## src/rtl/npc_pkg.sv

```systemverilog
// Shared decode-stage types and constants for the NPC core: opcode map, imm formats, decoded bundle.
// Pure definitions; no latency or flow control of its own.
package npc_pkg;

  localparam int DATA_W = 32;
  localparam int REG_W  = 5;
  localparam int EXT_W  = 3;

  localparam logic [EXT_W-1:0] EXT_I = 3'd0;
  localparam logic [EXT_W-1:0] EXT_U = 3'd1;
  localparam logic [EXT_W-1:0] EXT_B = 3'd2;
  localparam logic [EXT_W-1:0] EXT_J = 3'd3;
  localparam logic [EXT_W-1:0] EXT_S = 3'd4;

  localparam logic [6:0] OPC_OP_IMM = 7'b0010011;
  localparam logic [6:0] OPC_LOAD   = 7'b0000011;
  localparam logic [6:0] OPC_JALR   = 7'b1100111;
  localparam logic [6:0] OPC_SYSTEM = 7'b1110011;
  localparam logic [6:0] OPC_LUI    = 7'b0110111;
  localparam logic [6:0] OPC_AUIPC  = 7'b0010111;
  localparam logic [6:0] OPC_BRANCH = 7'b1100011;
  localparam logic [6:0] OPC_JAL    = 7'b1101111;
  localparam logic [6:0] OPC_STORE  = 7'b0100011;
  localparam logic [6:0] OPC_OP     = 7'b0110011;

  typedef enum logic [1:0] {
    Q_EMPTY = 2'd0,
    Q_ONE   = 2'd1,
    Q_FULL  = 2'd2
  } q_state_t;

  typedef struct packed {
    logic [DATA_W-1:0] pc;
    logic [DATA_W-1:0] imm;
    logic [EXT_W-1:0]  ext_op;
    logic [REG_W-1:0]  rd;
    logic [REG_W-1:0]  rs1;
    logic [REG_W-1:0]  rs2;
    logic              has_imm;
    logic              illegal;
  } bundle_t;

endpackage

```

## src/rtl/idu_decode.sv

```systemverilog
// Opcode classifier and immediate generator; purely combinational, zero latency, no flow control.
// Unsupported opcodes and R-type report has_imm=0 with a zero immediate.
module idu_decode
  import npc_pkg::*;
(
  input  logic [DATA_W-1:0] inst,
  output logic [EXT_W-1:0]  ext_op,
  output logic [DATA_W-1:0] imm,
  output logic              has_imm,
  output logic              illegal
);

  always_comb begin
    ext_op  = EXT_I;
    has_imm = 1'b1;
    illegal = 1'b0;
    case (inst[6:0])
      OPC_OP_IMM, OPC_LOAD, OPC_JALR, OPC_SYSTEM: ext_op = EXT_I;
      OPC_LUI, OPC_AUIPC:                         ext_op = EXT_U;
      OPC_BRANCH:                                 ext_op = EXT_B;
      OPC_JAL:                                    ext_op = EXT_J;
      OPC_STORE:                                  ext_op = EXT_S;
      OPC_OP:                                     has_imm = 1'b0;
      default: begin
        has_imm = 1'b0;
        illegal = 1'b1;
      end
    endcase

    case (ext_op)
      EXT_I:   imm = {{20{inst[31]}}, inst[31:20]};
      EXT_S:   imm = {{20{inst[31]}}, inst[31:25], inst[11:7]};
      EXT_B:   imm = {{20{inst[31]}}, inst[7], inst[30:25], inst[11:8], 1'b0};
      EXT_U:   imm = {inst[31:12], 12'b0};
      EXT_J:   imm = {{12{inst[31]}}, inst[19:12], inst[20], inst[30:21], 1'b0};
      default: imm = '0;
    endcase
    if (!has_imm) imm = '0;
  end

endmodule

```

## src/rtl/idu_stage.sv

```systemverilog
// Decode stage: classifies fetched insts into a 2-entry skid queue; 1-cycle in->out, 1 inst/cycle.
// in_ready is ~full of the registered queue state (held low in reset); flush empties the queue.
module idu_stage
  import npc_pkg::*;
#(
  parameter int XLEN  = 32,
  parameter int DEPTH = 2
) (
  input  logic             clk,
  input  logic             rst,
  input  logic             flush,
  input  logic             in_valid,
  output logic             in_ready,
  input  logic [XLEN-1:0]  in_inst,
  input  logic [XLEN-1:0]  in_pc,
  output logic             out_valid,
  input  logic             out_ready,
  output logic [XLEN-1:0]  out_pc,
  output logic [XLEN-1:0]  out_imm,
  output logic [EXT_W-1:0] out_ext_op,
  output logic [REG_W-1:0] out_rd,
  output logic [REG_W-1:0] out_rs1,
  output logic [REG_W-1:0] out_rs2,
  output logic             out_has_imm,
  output logic             out_illegal
);

  if (XLEN != 32 || DEPTH != 2) begin : g_param_check
    $error("idu_stage supports only XLEN=32 and DEPTH=2");
  end

  logic [EXT_W-1:0]  dec_ext_op;
  logic [DATA_W-1:0] dec_imm;
  logic              dec_has_imm;
  logic              dec_illegal;

  idu_decode u_decode (
    .inst    (in_inst),
    .ext_op  (dec_ext_op),
    .imm     (dec_imm),
    .has_imm (dec_has_imm),
    .illegal (dec_illegal)
  );

  q_state_t state;
  logic     wr_ptr;
  logic     rd_ptr;
  bundle_t  mem [2];
  bundle_t  wr_bundle;
  bundle_t  head;
  logic     enq;
  logic     deq;

  always_comb begin
    wr_bundle         = '0;
    wr_bundle.pc      = in_pc;
    wr_bundle.imm     = dec_imm;
    wr_bundle.ext_op  = dec_ext_op;
    wr_bundle.rd      = in_inst[11:7];
    wr_bundle.rs1     = in_inst[19:15];
    wr_bundle.rs2     = in_inst[24:20];
    wr_bundle.has_imm = dec_has_imm;
    wr_bundle.illegal = dec_illegal;
  end

  // in_ready comes straight from registered state; rst only masks it low.
  assign in_ready  = (state != Q_FULL) && !rst;
  assign out_valid = (state != Q_EMPTY);
  assign enq       = in_valid && in_ready && !flush;
  assign deq       = out_valid && out_ready && !flush;

  always_ff @(posedge clk) begin
    if (rst) begin
      state  <= Q_EMPTY;
      wr_ptr <= 1'b0;
      rd_ptr <= 1'b0;
      mem[0] <= '0;
      mem[1] <= '0;
    end else if (flush) begin
      state  <= Q_EMPTY;
      wr_ptr <= 1'b0;
      rd_ptr <= 1'b0;
    end else begin
      if (enq) begin
        mem[wr_ptr] <= wr_bundle;
        wr_ptr      <= wr_ptr + 1'b1;
      end
      if (deq) rd_ptr <= rd_ptr + 1'b1;
      case (state)
        Q_EMPTY: if (enq) state <= Q_ONE;
        Q_ONE: begin
          if (enq && !deq)      state <= Q_FULL;
          else if (deq && !enq) state <= Q_EMPTY;
        end
        Q_FULL:  if (deq) state <= Q_ONE;
        default: state <= Q_EMPTY;
      endcase
    end
  end

  assign head        = mem[rd_ptr];
  assign out_pc      = head.pc;
  assign out_imm     = head.imm;
  assign out_ext_op  = head.ext_op;
  assign out_rd      = head.rd;
  assign out_rs1     = head.rs1;
  assign out_rs2     = head.rs2;
  assign out_has_imm = head.has_imm;
  assign out_illegal = head.illegal;

  a_no_enq_when_full: assert property (@(posedge clk) disable iff (rst) !(enq && state == Q_FULL));

endmodule

```

## config.mk

```make
export PLATFORM = sky130hd
export DESIGN_NAME = idu_stage
export DESIGN_NICKNAME = d
export VERILOG_FILES = /design/src/rtl/npc_pkg.sv /design/src/rtl/idu_decode.sv /design/src/rtl/idu_stage.sv
export SDC_FILE = /design/constraint.sdc
export NUM_CORES = 1
export LEC_CHECK = 0
export CAP_MARGIN = 0
export CORE_MARGIN = 2
export CORE_UTILIZATION = 45
export DETAILED_ROUTE_END_ITERATION = 10
export HOLD_SLACK_MARGIN = 0.03
export PLACE_DENSITY = 0.82
export SLEW_MARGIN = 20
export SYNTH_ARGS = -nofsm -noshare
export SYNTH_HDL_FRONTEND = slang
export SYNTH_SLANG_ARGS = --single-unit
```

## constraint.sdc

```tcl
create_clock -name clk -period 3.8 [get_ports clk]
set_clock_uncertainty 0.1 [all_clocks]
set_input_delay 1.14 -clock clk [delete_from_list [all_inputs] [get_ports clk]]
set_output_delay 1.14 -clock clk [all_outputs]
set_load 0.02 [all_outputs]
```

==> run metrics, run 1 <==
Final ANT Viol Nets=0; asr flop ratio synth=0; total grt overflow=0; endpoints failing setup=0; hold bufs inserted after CTS=0; most frequent CP cell=clkdlybuf4s50_1; synthesized flop and latch total=approximately 170; Most Crowded Layer GR=met2; Slew HR=0.582; first-pass GRT wire length=between 20 and 30 mm; flop2flop setup slack=1.80 ns; critical-path cell list=clkdlybuf4s50_1 > nor2_1 > clkdlybuf4s50_1; CP startpoint=rst; initial antenna violation count=0; GR Layer Usage met1=0.248; crit path buf inv count=2; Die Wd=around 130 um; Port-buffer cells=roughly 150; hpwl dp=11.5 mm; grt met3 use=0.0593; number of max-cap violations=0; vias per cell=between 5 and 6; worst reg2reg endpoint=mem[0][45]$_SDFFCE_PN0P_; Root Driver=clkbuf_16; PostCTS Resize Cnt=0; CTS tree=done; Num CTS Buffers=17; CP Depth=3; unrepaired setup endpoints after global routing=no; critical path peak fanout=5; leading area contributor after synthesis=edfxtp_1; Clock Latency Late Sink=0.41 ns; Setup Buffers After CTS=0; Rows=47; Post-synth EDFFs=around 170; Worst Setup Path Type=in -> out; core area=16600 sq um; Worst-path clk slew=roughly 0.06 ns; router iterations before antenna repair=4; critical path endpoint=in_ready; DR WL/cell=18.3 um; Ports=roughly 160; Synthesized Nets=approximately 630; crit-path max cell delay=0.63 ns; Post-Route WL=between 15 and 20 mm; Overall Global Routing Usage=0.195; Hold Fails Final Rpt=0; status=finished clean; Worst setup SP type=primary input; met2 Use GR=0.321; H-tree lvl count=4; Hold WS=approximately 0.42 ns; vias in the first global route=approximately 5200; layout cell share with drive strength beyond 1=0.184; post-layout min period=around 3.6 ns; Fmax=approximately 280 MHz; worst slew pin tran=~0.63 ns; cell area after synthesis=7690 sq um; Post-Place Cells=roughly 900; largest net degree at the start of global routing=56; die area=18200 sq um; Nets=roughly 800; Synth top area share=0.656; max-slew violation count=0; gpl congestion=0.833; Worst R2R Path Depth=6; most common cell in the synthesized netlist=edfxtp_1; area grow syn2layout=30.6%; peak supply drop=about 0.00030 V; min-delay worst type=reg -> reg; list of most frequent post-synthesis cells=edfxtp_1 (168), and2_1 (86), mux2_2 (84); Synth area leaders=edfxtp_1 (66%), mux2_2 (12%), and2_1 (7.0%), nor2_1 (3.5%), a21oi_1 (2.0%); Max Root-Sink Buffers=2; Power Dens Cells=418 nW/um^2; fin cells=about 940; synth warn=0; Worst Path Required=2.56 ns; Setup TNS=0 ns; register area share after synthesis=0.669; vias after detailed routing=about 5000; clock sinks=~170; Crit path arrival time=2.39 ns; slowest stage cell, crit path=clkdlybuf4s50_1; DRC=0; dominant synthesized flop cell=edfxtp_1; Synth cell types=42; Lkg Pwr=about 3.7 nW; Worst R2R Start=state[1]$_SDFFE_PP0P_; Synth Instances=~560; delay-heaviest family, CP=buffers and inverters; Critical Path Sink Type=output pin; Period Utilization, post-route=0.954; initial drt markers=around 420; Mean Syn Cell Area=about 14 sq um; Starting Density=0.462; DIE HEIGHT=about 130 um; Antenna diodes=0
-- how the worst min path moves through the flow --
stage | from | to | slack [ns] | cells past startpoint
after floorplan | rd_ptr$_SDFFE_PP0P_ | register | 0.37 | 2
after global placement | rd_ptr$_SDFFE_PP0P_ | register | 0.39 | 2
after detailed placement | rd_ptr$_SDFFE_PP0P_ | register | 0.41 | 2
after CTS | rd_ptr$_SDFFE_PP0P_ | register | 0.42 | 2
after global routing | rd_ptr$_SDFFE_PP0P_ | register | 0.45 | 2
final | rd_ptr$_SDFFE_PP0P_ | register | 0.42 | 2
-- layout make-up --
class,count,area [sq um]
Clock buffer,20,437
Clock inverter,12,73.8
Fill cell,1257,6600
Inverter,8,30.0
Multi-Input combinational cell,341,2370
Sequential cell,173,5150
Tap cell,220,275
Timing Repair Buffer,168,1710
-- per-stage QoR --
step	power [W]	setup WS (ns)	area, sq um	utilization
after floorplan	0.00247	0.329	7700	-
after global placement	0.00271	0.206	9540	0.573
after detailed placement	0.00273	0.177	9540	0.573
after CTS	0.00423	0.174	10000	0.604
after global routing	0.00434	0.145	10000	0.604
final	0.00420	0.173	10000	0.604
-- cell usage in the layout, fill, tap and decap left out, types with 2 or more instances in the layout --
| master | count |
|---|---|
| nor3_1 | 6 |
| nand2_1 | 11 |
| nand2b_1 | 3 |
| and2_1 | 86 |
| xor2_1 | 2 |
| a21oi_1 | 30 |
| buf_4 | 9 |
| clkbuf_1 | 3 |
| clkbuf_16 | 17 |
| edfxtp_1 | 168 |
| inv_1 | 6 |
| clkinv_1 | 3 |
| clkdlybuf4s50_1 | 154 |
| and3_1 | 2 |
| o21ai_0 | 9 |
| nor2_1 | 72 |
| dfxtp_1 | 4 |
| clkinv_2 | 3 |
| o211ai_1 | 3 |
| clkinvlp_4 | 4 |
| nand3_1 | 2 |
| a31oi_1 | 5 |
| nor2b_1 | 3 |
| buf_12 | 5 |
| inv_2 | 2 |
| mux2_2 | 84 |
-- where the power goes --
group          internal, W  leakage, nW  total (W)  switching, W
logic             0.000239         1.65   0.000485      0.000246
registers          0.00218         1.79    0.00220     0.0000238
clock network     0.000828        0.239    0.00151      0.000687
-- worst min-delay path, stage by stage, from the launching register on --
cell     delay [ns]
dfxtp_1        0.33
xor2_1         0.08
nor2_1         0.08
-- flip-flops by register name, summed over array words and instances, names as in the netlist, named ones only --
signal and count:
state 2, rd_ptr 1, wr_ptr 1, mem 168
-- layer usage --
metal	up-vias	share of wire
met4	0	0.015
met1	2458	0.41
met5	-	0
met3	26	0.081
li1	2309	-
met2	210	0.49
-- logic make-up after synthesis --
logic type | share of synthesized area
xor gates and xnor gates | 0.00228
DFF | 0.669
AOI/OAI and AO/OA | 0.0415
muxes | 0.124
and+or+nand+nor | 0.138
buffers and inverters | 0.0241
adders and majority gates | 0.00163
(Power assumes the default switching activity.)
==> inputs of run 2 (changes only) <==
--- a/config.mk
+++ b/config.mk
@@ -7,10 +7,11 @@
 export LEC_CHECK = 0
 export CAP_MARGIN = 0
 export CORE_MARGIN = 2
-export CORE_UTILIZATION = 45
+export CORE_UTILIZATION = 25
 export DETAILED_ROUTE_END_ITERATION = 10
 export HOLD_SLACK_MARGIN = 0.03
-export PLACE_DENSITY = 0.82
+export PLACE_DENSITY = 0.54
+export SKIP_LAST_GASP = 1
 export SLEW_MARGIN = 20
 export SYNTH_ARGS = -nofsm -noshare
 export SYNTH_HDL_FRONTEND = slang
==> run 2 against run 1 <==
- power grew 4.4%
- non-clock buffer count grew 6
- global-route usage shrank 7.3 points
- clock power grew 13%
- die area grew 77%
- first-iteration DRC count shrank 24%
- via count shrank 1.6%
- critical path depth is the same
- sequential cell count is the same
- fmax grew 1.7%
- cell area grew 3.3%
==> run metrics, run 2 (synthesis gave the netlist of run 1 again) <==
Setup TNS=0 ns (unchanged); DIE HEIGHT=179 um (+33%); Final ANT Viol Nets=0 (unchanged); area grow syn2layout=34.9%; number of max-cap violations=0 (unchanged); Hold Fails Final Rpt=0 (unchanged); layout cell share with drive strength beyond 1=0.196 (+0.0122); Worst Setup Path Type=in -> out; Power Dens Cells=423 nW/um^2 (+1.1%); most frequent CP cell=clkdlybuf4s50_1; Worst Path Required=2.56 ns (about the same); top flop regs=mem x168, state x2; PostCTS Resize Cnt=0 (unchanged); area of the multi-input gates=2370 sq um (unchanged); total grt overflow=0 (unchanged); gpl congestion=0.753 (-9.6%); max reg flops=168 (unchanged); vias after detailed routing=4921 (-1.6%); critical-path cell list=clkdlybuf4s50_1 > nor2_1 > clkdlybuf4s50_1; Fmax=280 MHz (+1.7%); Top reg by flops=mem; peak supply drop=0.000249 V (-18%); most common cell after layout, fill and taps aside=edfxtp_1; first-pass GRT wire length=29.9 mm (+11%); register area=5150 sq um (unchanged); Post-Route WL=19.2 mm (+12%); Worst setup SP type=primary input; delay-heaviest family, CP=buffers and inverters; vias in the first global route=4939 (-4.9%); max-slew violation count=0 (unchanged); vias per cell=4.37 (-18%); hold bufs inserted after CTS=0 (unchanged); Worst-path clk slew=0.07 ns (about the same); Root Driver=clkbuf_16; Crit path arrival time=2.33 ns (-0.06 ns); crit-path max cell delay=0.60 ns (-0.03 ns); largest net degree at the start of global routing=57 (+1.8%); Overall Global Routing Usage=0.121 (-0.0734); worst slew pin tran=0.568 ns (-0.0572 ns); critical path peak fanout=5 (unchanged); core area=30400 sq um (+83%); DR WL/cell=17.1 um (-6.6%); Setup Buffers After CTS=0 (unchanged); Lkg Pwr=3.76 nW (+2.1%); Place WS=0.224 ns (+0.0465 ns); H-tree lvl count=4 (unchanged); Period Utilization, post-route=0.939 (-0.0156); DRC=0 (unchanged); Num CTS Buffers=17 (unchanged); slowest stage cell, crit path=clkdlybuf4s50_1; clock sinks=173 (unchanged); Filler cells=3031 (+140%); Hold WS=0.408 ns (-0.0112 ns); initial antenna violation count=1 (+1); Starting Density=0.253 (-0.209); Clock Latency Late Sink=0.41 ns (about the same); min-delay worst type=reg -> reg; Port-buffer cells=154 (unchanged); Critical Path Sink Type=output pin; endpoints failing setup=0 (unchanged); unrepaired setup endpoints after global routing=no; Nets=785 (+0.77%); Final WS setup=0.232 ns (+0.0593 ns); hpwl dp=12.6 mm (+9.9%); crit path buf inv count=2 (unchanged); Die Wd=179 um (+33%); Slew HR=0.620 (+0.0382); status=finished clean; Max Root-Sink Buffers=2 (unchanged); post-layout min period=3.57 ns (-0.0593 ns); initial drt markers=320 (-24%); most frequent cells in the layout=edfxtp_1 (168), clkdlybuf4s50_1 (154), and2_1 (86); Rows=64 (+36%); Ports=155 (unchanged); CTS tree=done; router iterations before antenna repair=4 (unchanged); die area=32200 sq um (+77%)
==> run 2: power by group <==
part	internal (W)	switching (W)	total [W]
clock	0.000917	0.000779	0.00170
sequential	0.00218	0.0000212	0.00220
combinational	0.000243	0.000251	0.000494
==> run 2: worst register-to-register path, cell delays in order, from the launching register on <==
cell      delay, ns
dfxtp_1        0.40
nor2b_1        0.33
nor4b_4        0.09
buf_4          0.18
o211ai_1       0.08
buf_4          0.40
a21oi_1        0.12
==> run 2: area by class of cell <==
cell class / count / area share
multi-input cells: 341 / 0.229
inverters: 8 / 0.00289
well taps: 396 / 0.0477
diodes: 1 / 0.000241
flip-flops and latches: 173 / 0.496
repair buffers: 174 / 0.170
clock inverters: 15 / 0.0131
clock buffers: 17 / 0.0410
==> run 2: metal layers <==
metal	up-vias	part of all wire	track usage
li1	2323	-	-
met1	2434	0.47	0.168
met2	149	0.47	0.190
met3	15	0.052	0.0296
met4	0	0.0090	0.0332
met5	-	0	0
==> run 2: worst paths after layout <==
| path | startpoint | endpoint | slack [ns] | cells after the start |
|---|---|---|---|---|
| worst min register to register | rd_ptr$_SDFFE_PP0P_ | rd_ptr$_SDFFE_PP0P_ | 0.41 | 2 |
| worst min-delay path | rd_ptr$_SDFFE_PP0P_ | rd_ptr$_SDFFE_PP0P_ | 0.41 | 2 |
| worst max register to register | state[1]$_SDFFE_PP0P_ | mem[0][38]$_SDFFCE_PN0P_ | 1.84 | 6 |
| worst max-delay path | rst | in_ready | 0.23 | 3 |
==> run 2: stage by stage <==
stage          cells  utilization  power, W  area [sq um]
2_1_floorplan    559            -   0.00247          7700
3_3_place_gp    1092        0.323   0.00274          9810
3_5_place_dp    1092        0.323   0.00274          9810
4_1_cts         1124        0.341   0.00446         10400
5_1_grt         1124        0.341   0.00457         10400
6_report        1125        0.341   0.00439         10400
